<file path="config.mk">
export PLATFORM = sky130hd
export DESIGN_NAME = rock_drive_flat
export DESIGN_NICKNAME = d
export VERILOG_FILES = /design/src/rtl/rock_drive_pkg.sv /design/src/rtl/rock_drive_if.sv /design/src/rtl/rock_pwm.sv /design/src/rtl/sync_2ff.sv /design/src/rtl/rock_drive.sv /design/src/flat_wrapper.sv
export SDC_FILE = /design/constraint.sdc
export NUM_CORES = 1
export LEC_CHECK = 0
export CAP_MARGIN = 20
export CORE_UTILIZATION = 55
export DETAILED_ROUTE_END_ITERATION = 10
export GPL_ROUTABILITY_DRIVEN = 0
export PLACE_DENSITY = 0.79
export RECOVER_POWER = 25
export SYNTH_ARGS = -nofsm -noshare
export SYNTH_HDL_FRONTEND = slang
export SYNTH_SLANG_ARGS = --single-unit
</file>
<file path="constraint.sdc">
create_clock -name clk -period 5.7 [get_ports clk]
set_input_delay 0.855 -clock clk [delete_from_list [all_inputs] [get_ports clk]]
set_output_delay 0.855 -clock clk [all_outputs]
set_load 0.05 [all_outputs]
</file>
<file path="src/rtl/rock_drive_pkg.sv">
// Shared types and constants for the cradle drive stage: FSM states, level
// widths and the amplitude-to-duty mapping.
package rock_drive_pkg;

  typedef enum logic [1:0] {
    IDLE    = 2'd0,
    SWING_L = 2'd1,
    SWING_R = 2'd2,
    BRAKE   = 2'd3
  } state_t;

  localparam int LVL_W    = 4;
  localparam int LVL_MAX  = 15;
  localparam int FREQ_MIN = 1;
  localparam int PWM_W    = 8;

  // 17*lvl spreads 0..15 evenly over 0..255 so full amplitude is 255/256 high
  function automatic logic [PWM_W-1:0] duty_of(input logic [LVL_W-1:0] lvl);
    return PWM_W'(PWM_W'(lvl) * PWM_W'(17));
  endfunction

endpackage

</file>
<file path="src/rtl/rock_drive_if.sv">
// Command levels from the rocking-control FSM and the motor drive pins.
interface rock_drive_if;
  import rock_drive_pkg::*;

  logic             Fplus;
  logic             Fmin;
  logic             Amin;
  logic             motor_en;
  logic             motor_dir;
  logic             motor_pwm;
  logic [LVL_W-1:0] freq_lvl;
  logic [LVL_W-1:0] amp_lvl;

  modport master (
    output Fplus, Fmin, Amin,
    input  motor_en, motor_dir, motor_pwm, freq_lvl, amp_lvl
  );

  modport slave (
    input  Fplus, Fmin, Amin,
    output motor_en, motor_dir, motor_pwm, freq_lvl, amp_lvl
  );

endinterface

</file>
<file path="src/rtl/rock_pwm.sv">
// Free-running PWM: registered compare of an 8-bit counter against duty.
module rock_pwm
  import rock_drive_pkg::*;
(
  input  logic             clk,
  input  logic             reset,
  input  logic             en,
  input  logic [PWM_W-1:0] duty,
  output logic             pwm
);

  logic [PWM_W-1:0] cnt;

  always_ff @(posedge clk or negedge reset) begin
    if (!reset) begin
      cnt <= '0;
      pwm <= 1'b0;
    end else begin
      cnt <= cnt + PWM_W'(1);
      pwm <= en && (cnt < duty);
    end
  end

endmodule

</file>
<file path="src/rtl/sync_2ff.sv">
// Library 2-FF synchroniser cell for a single asynchronous level.
module sync_2ff (
  input  logic clk,
  input  logic reset,
  input  logic d,
  output logic q
);

  logic d_p0;

  always_ff @(posedge clk or negedge reset) begin
    if (!reset) begin
      d_p0 <= 1'b0;
      q    <= 1'b0;
    end else begin
      d_p0 <= d;
      q    <= d_p0;
    end
  end

endmodule

</file>
<file path="src/rtl/rock_drive.sv">
// Cradle motor drive: turns Fplus/Fmin/Amin command levels into saturating
// frequency/amplitude levels and alternating, amplitude-scaled half-swings.
module rock_drive
  import rock_drive_pkg::*;
#(
  parameter int TICK_DIV    = 1000000,
  parameter int PERIOD_UNIT = 50000,
  parameter int FREQ_INIT   = 8,
  parameter int AMP_INIT    = 8,
  parameter int BRAKE_CYC   = 1000
) (
  input  logic          clk,
  input  logic          reset,
  rock_drive_if.slave   bus
);

  localparam int PRE_W = $clog2(TICK_DIV);
  localparam int PH_W  = $clog2(PERIOD_UNIT * LVL_MAX + 1);
  localparam int BRK_W = (BRAKE_CYC > 1) ? $clog2(BRAKE_CYC) : 1;

  function automatic logic [LVL_W-1:0] sat_inc(input logic [LVL_W-1:0] v);
    return (v >= LVL_W'(LVL_MAX)) ? LVL_W'(LVL_MAX) : v + LVL_W'(1);
  endfunction

  function automatic logic [LVL_W-1:0] sat_dec(input logic [LVL_W-1:0] v,
                                               input logic [LVL_W-1:0] floor_v);
    return (v <= floor_v) ? floor_v : v - LVL_W'(1);
  endfunction

  // Product never exceeds PERIOD_UNIT*15, which PH_W is sized to hold
  function automatic logic [PH_W-1:0] half_period(input logic [LVL_W-1:0] lvl);
    return PH_W'(PERIOD_UNIT) * PH_W'(LVL_MAX + 1 - int'(lvl));
  endfunction

  logic             fplus_s, fmin_s, amin_s;
  logic [PRE_W-1:0] pre_cnt;
  logic             tick;
  logic [LVL_W-1:0] pend_f, pend_a, pend_f_nxt, pend_a_nxt;
  state_t           state, state_nxt;
  logic [PH_W-1:0]  phase, phase_nxt;
  logic [BRK_W-1:0] brk_cnt, brk_cnt_nxt;
  logic [LVL_W-1:0] freq_q, amp_q, freq_nxt, amp_nxt;
  logic             boundary;
  logic             swing;
  logic [PWM_W-1:0] duty;

  // Stage p0/p1: command synchronisers
  sync_2ff u_sync_fplus (.clk(clk), .reset(reset), .d(bus.Fplus), .q(fplus_s));
  sync_2ff u_sync_fmin  (.clk(clk), .reset(reset), .d(bus.Fmin),  .q(fmin_s));
  sync_2ff u_sync_amin  (.clk(clk), .reset(reset), .d(bus.Amin),  .q(amin_s));

  assign tick = (pre_cnt == PRE_W'(TICK_DIV - 1));

  always_ff @(posedge clk or negedge reset) begin
    if (!reset) pre_cnt <= '0;
    else        pre_cnt <= tick ? '0 : pre_cnt + PRE_W'(1);
  end

  // Pending levels; the next-values feed the loads so a coincident tick wins
  always_comb begin
    pend_f_nxt = pend_f;
    pend_a_nxt = pend_a;
    if (tick) begin
      if (fplus_s && !fmin_s)      pend_f_nxt = sat_inc(pend_f);
      else if (fmin_s && !fplus_s) pend_f_nxt = sat_dec(pend_f, LVL_W'(FREQ_MIN));
      pend_a_nxt = amin_s ? sat_dec(pend_a, LVL_W'(0)) : sat_inc(pend_a);
    end
  end

  assign boundary = (phase == half_period(freq_q) - PH_W'(1));

  always_comb begin
    state_nxt   = state;
    phase_nxt   = phase;
    brk_cnt_nxt = brk_cnt;
    freq_nxt    = freq_q;
    amp_nxt     = amp_q;
    case (state)
      IDLE: begin
        if (tick && (pend_a_nxt != '0)) begin
          freq_nxt  = pend_f_nxt;
          amp_nxt   = pend_a_nxt;
          phase_nxt = '0;
          state_nxt = SWING_L;
        end
      end
      SWING_L, SWING_R: begin
        phase_nxt = phase + PH_W'(1);
        if (boundary) begin
          freq_nxt  = pend_f_nxt;
          amp_nxt   = pend_a_nxt;
          phase_nxt = '0;
          if (pend_a_nxt == '0) begin
            brk_cnt_nxt = '0;
            state_nxt   = BRAKE;
          end else begin
            state_nxt = (state == SWING_L) ? SWING_R : SWING_L;
          end
        end
      end
      BRAKE: begin
        brk_cnt_nxt = brk_cnt + BRK_W'(1);
        if (brk_cnt == BRK_W'(BRAKE_CYC - 1)) begin
          brk_cnt_nxt = '0;
          state_nxt   = IDLE;
        end
      end
      default: state_nxt = IDLE;
    endcase
  end

  always_ff @(posedge clk or negedge reset) begin
    if (!reset) begin
      state   <= IDLE;
      phase   <= '0;
      brk_cnt <= '0;
      freq_q  <= LVL_W'(FREQ_INIT);
      amp_q   <= LVL_W'(AMP_INIT);
      pend_f  <= LVL_W'(FREQ_INIT);
      pend_a  <= LVL_W'(AMP_INIT);
    end else begin
      state   <= state_nxt;
      phase   <= phase_nxt;
      brk_cnt <= brk_cnt_nxt;
      freq_q  <= freq_nxt;
      amp_q   <= amp_nxt;
      pend_f  <= pend_f_nxt;
      pend_a  <= pend_a_nxt;
    end
  end

  assign swing = (state == SWING_L) || (state == SWING_R);
  assign duty  = duty_of(amp_q);

  // Output stage: every pin is one register behind state and levels
  always_ff @(posedge clk or negedge reset) begin
    if (!reset) begin
      bus.motor_en  <= 1'b0;
      bus.motor_dir <= 1'b0;
      bus.freq_lvl  <= LVL_W'(FREQ_INIT);
      bus.amp_lvl   <= LVL_W'(AMP_INIT);
    end else begin
      bus.motor_en <= swing;
      if (state == SWING_L)      bus.motor_dir <= 1'b0;
      else if (state == SWING_R) bus.motor_dir <= 1'b1;
      bus.freq_lvl <= freq_q;
      bus.amp_lvl  <= amp_q;
    end
  end

  rock_pwm u_pwm (
    .clk   (clk),
    .reset (reset),
    .en    (swing),
    .duty  (duty),
    .pwm   (bus.motor_pwm)
  );

endmodule

</file>
<file path="src/flat_wrapper.sv">
// flat-port wrapper written by rule: the top's interface ports become plain ports
module rock_drive_flat import rock_drive_pkg::*;
#(
  parameter int TICK_DIV    = 1000000,
  parameter int PERIOD_UNIT = 50000,
  parameter int FREQ_INIT   = 8,
  parameter int AMP_INIT    = 8,
  parameter int BRAKE_CYC   = 1000
)
  (clk, reset, bus_Fplus, bus_Fmin, bus_Amin, bus_motor_en, bus_motor_dir, bus_motor_pwm, bus_freq_lvl, bus_amp_lvl);
  rock_drive_if bus_i ();
  input  logic clk;
  input  logic reset;
  input wire logic [$bits(bus_i.Fplus)-1:0] bus_Fplus;
  input wire logic [$bits(bus_i.Fmin)-1:0] bus_Fmin;
  input wire logic [$bits(bus_i.Amin)-1:0] bus_Amin;
  output wire logic [$bits(bus_i.motor_en)-1:0] bus_motor_en;
  output wire logic [$bits(bus_i.motor_dir)-1:0] bus_motor_dir;
  output wire logic [$bits(bus_i.motor_pwm)-1:0] bus_motor_pwm;
  output wire logic [$bits(bus_i.freq_lvl)-1:0] bus_freq_lvl;
  output wire logic [$bits(bus_i.amp_lvl)-1:0] bus_amp_lvl;
  assign bus_i.Fplus = bus_Fplus;
  assign bus_i.Fmin = bus_Fmin;
  assign bus_i.Amin = bus_Amin;
  assign bus_motor_en = bus_i.motor_en;
  assign bus_motor_dir = bus_i.motor_dir;
  assign bus_motor_pwm = bus_i.motor_pwm;
  assign bus_freq_lvl = bus_i.freq_lvl;
  assign bus_amp_lvl = bus_i.amp_lvl;
  rock_drive #(.TICK_DIV(TICK_DIV), .PERIOD_UNIT(PERIOD_UNIT), .FREQ_INIT(FREQ_INIT), .AMP_INIT(AMP_INIT), .BRAKE_CYC(BRAKE_CYC)) u_core (.clk(clk), .reset(reset), .bus(bus_i));
endmodule
</file>
==> out/results.ini <==
[routing]
wirelength_um = 12460
detailedRoute.firstIterationViolations = 260
detail-route-antenna-nets = 0
num_vias = 4632
via_per_inst = 5.856
first_pass_drt_iterations = 4
route.detailed.drc = 0
wl_per_cell_um = 15.75

[logic_synthesis]
synth_seq_area_share_pct = 37.53
ys_ff_latch = 93
syn-cell-area_sq_um = 6221
synth-xor-area-share_pct = 9.835
post-synth-top-area-fraction_pct = 35.00
avgSynthCellArea_sq_um = 9.781
synth_enable_flop_cells = 0
synth_compound_area_share_pct = 12.41
post_synth_inst_count = 636
synth.most_common_cell = dfrtp_1
synth_top_cells_by_count = 87 x dfrtp_1, 50 x nor2_1, 47 x nand2_1
synth_warnings = 0
asyncSetResetFlopFracSynth_pct = 100.0
post_synth_net_total = 690
synth_flop_cell = dfrtp_1
post_synth_fa_ha_maj_area_fraction_pct = 10.34
main_combinational_cell_family_by_area_after_synthesis = simple AND/OR/NAND/NOR gates
ys_types = 81
synth_mux_area_share_pct = 4.344
simple_gate_fraction_of_synth_area_pct = 21.78
post-synth-top-area-cell = dfrtp_1
ys_top_cells_by_area = dfrtp_1 35%, ha_1 9.1%, xor2_1 4.9%

[place]
detailed_placer_s_ending_hpwl_um = 9093
numPortBuffers = 15

[clock_tree]
ctsRootBufferMaster = clkbuf_16
cts_tree = yes
clock-sinks = 93
clk_latency_ns = 0.36
ctsHoldBuffers = 0
h_tree_lvls = 3
clk_pin_slew_worst_paths_ns = 0.07
clk_path_buf_depth = 2
cts-buffers-inserted = 9

[critical_path]
timing.critical_path.fanout_max = 8
setup.reg_to_reg.worst_slack_ns = 0.29
crit_path_end_kind = flip-flop
worstPathArrival_ns = 5.64
crit-reg2reg-launch = u_core.freq_q[0]
start_kind = flip-flop
worstPathRequired_ns = 5.93
worst_r2r_path_depth = 17
rr_endpoint = u_core.freq_q[2]
worst-setup-path-type = reg2reg
worstSetupStartpoint = u_core.freq_q[0]
worstSetupEndpoint = u_core.freq_q[2]

[sta]
post-route-min-period_ns = 5.409
timing.slew.headroom_pct = -1.346
final.hold.worst_slack_ns = 0.3476
pin_slew_with_the_least_headroom_to_its_limit_ns = 1.520
finalClockSkew_ns = 0.01135
tns_ns = 0
setup_viol_count_final = 0
layout_worst_path_cycle_share_pct = 94.90
rsz_0062_raised_after_global_routing = false
timing_max_transition_violations_final = 28
timing.final.hold_violations = 0
fmaxAchievable_mhz = 184.9

[die]
die_y_um = 108.4
chipWidth_um = 108.4
pin_count = 16
placeableCoreArea_sq_um = 10940
fp-row-count = 38
initial_core_util_pct = 56.89
die_area_sq_um = 11740

[cells_and_area]
drive_gt1_share_pct = 10.29
count_of_antenna_diodes_in_the_layout = 0
layout_overhead_on_the_synthesized_area_pct = 8.870
post-route-util_pct = 61.93
finalNetCount = 701

[global_routing]
grt_start_max_net_pins = 68
grt_pass1_wl_um = 21600
globalRoute.totalOverflow = 0
grt_usage_pct = 23.83
number_of_antenna_violations_at_the_first_check_in_global_routing = 0
first_global_vias = 4627

[power_and_ir_drop]
worst_ir_drop_vdd_v = 0.0001717
cellLeakagePower_uw = 0.003091
total_power_density_per_cell_area_nw_per_um2 = 189.5

[status]
outcome = complete, but fails checks
violations = capacitance limit, slew limit

[worst_hold_path]
worstHoldPathType = reg2reg

[flow_run]
maxCapViolations = 1

[state kept, by name (all words and copies together), names as in the netlist, 8 cells and up]
| register | flops |
|---|---|
| u_core.phase | 20 |
| u_core.brk_cnt | 10 |
| u_core.pre_cnt | 20 |
| u_core.u_pwm.cnt | 8 |
[layout make-up]
| class | instances | area (sq um) |
|---|---|---|
| Sequential cell | 93 | 2335 |
| Fill cell | 900 | 4163 |
| Timing Repair Buffer | 21 | 185.2 |
| Inverter | 33 | 123.9 |
| Clock inverter | 5 | 61.31 |
| Clock buffer | 10 | 229.0 |
| Multi-Input combinational cell | 489 | 3664 |
| Tap cell | 140 | 175.2 |
[cells by family after synthesis]
family | count (synthesis)
AND/OR/NAND/NOR | 245
adder cells (fa/ha/maj) | 49
XOR/XNOR | 65
buffers and inverters | 54
flip-flops | 93
AO/OA/AOI/OAI | 108
multiplexers | 22
[worst min path at each step]
| stage | endpoint | cells after the start | start | slack (ns) |
|---|---|---|---|---|
| CTS | u_core.u_sync_fmin.q | 0 | u_core.u_sync_fmin.d_p0 | 0.35 |
| global placement | u_core.u_sync_fmin.q | 0 | u_core.u_sync_fmin.d_p0 | 0.33 |
| global route | u_core.u_sync_amin.q | 0 | u_core.u_sync_amin.d_p0 | 0.36 |
| finish | u_core.u_sync_fmin.q | 0 | u_core.u_sync_fmin.d_p0 | 0.35 |
| detailed placement | u_core.u_sync_fmin.q | 0 | u_core.u_sync_fmin.d_p0 | 0.34 |
| floorplan | u_core.u_sync_amin.q | 0 | u_core.u_sync_amin.d_p0 | 0.33 |
[metrics by stage]
stage               cell area [sq um]  worst slack [ns]  power, uW  instances
floorplan                        6221            0.4791      680.3        636
global placement                 6479            0.3085      696.7        776
detailed placement               6479           0.09703      697.5        776
CTS                              6769           0.06989       1299        791
global route                     6773           0.01129       1329        791
finish                           6773            0.2908       1284        791
[worst max-delay path, stage by stage, from the launching register on]
cell and delay (ns):
dfrtp_1 0.44, inv_1 0.10, ha_1 0.33, xor2_1 0.20, ha_1 0.28, fa_1 0.54
inv_1 0.07, fa_1 0.63, nor3b_1 0.28, and4bb_1 0.32, nand2_1 0.11, nor3_4 0.21
mux2_2 0.37, nor4_1 0.27, o2111a_2 0.30, o211a_4 0.20, and3b_4 0.32, mux2_4 0.32
[cell usage in the layout (no fill, tap or decap), drive strengths merged, types with 7 or more instances in the layout]
| cell | synthesis | routed |
|---|---|---|
| dfrtp | 87 | 87 |
| nor2 | 54 | 54 |
| nand2 | 48 | 48 |
| ha | 45 | 45 |
| xor2 | 35 | 35 |
| inv | 31 | 33 |
| o21ai | 28 | 28 |
| xnor2 | 28 | 28 |
| nand3 | 25 | 25 |
| and3 | 16 | 16 |
| nand2b | 16 | 16 |
| mux2 | 16 | 16 |
| a21oi | 15 | 15 |
| nor3 | 15 | 15 |
| clkbuf | 12 | 12 |
| nor2b | 11 | 11 |
| clkdlybuf4s50 | 0 | 11 |
| nand4 | 10 | 10 |
| and2 | 9 | 9 |
| nand3b | 8 | 8 |
| a21o | 7 | 7 |
| or2 | 7 | 7 |
[layer usage]
| metal | part of all wire [%] | vias to the layer above | global-route usage [%] |
|---|---|---|---|
| li1 | - | 2266 | - |
| met1 | 46 | 2255 | 30.98 |
| met2 | 49 | 92 | 39.58 |
| met3 | 3.6 | 19 | 5.304 |
| met4 | 1.8 | 0 | 7.625 |
| met5 | 0 | - | 0 |
[report_power, final]
group	total (uW)	switching [uW]	internal [uW]
clock network	600	260	341
registers	665	2.43	662
logic	18.7	14.5	4.19
total	1280	277	1010
[timing repair]
item,in CTS,in global routing
resized for setup,0,4
buffers inserted,0,0
endpoints found under the setup margin,0,23
No activity file was read; power rests on OpenSTA's default activity.
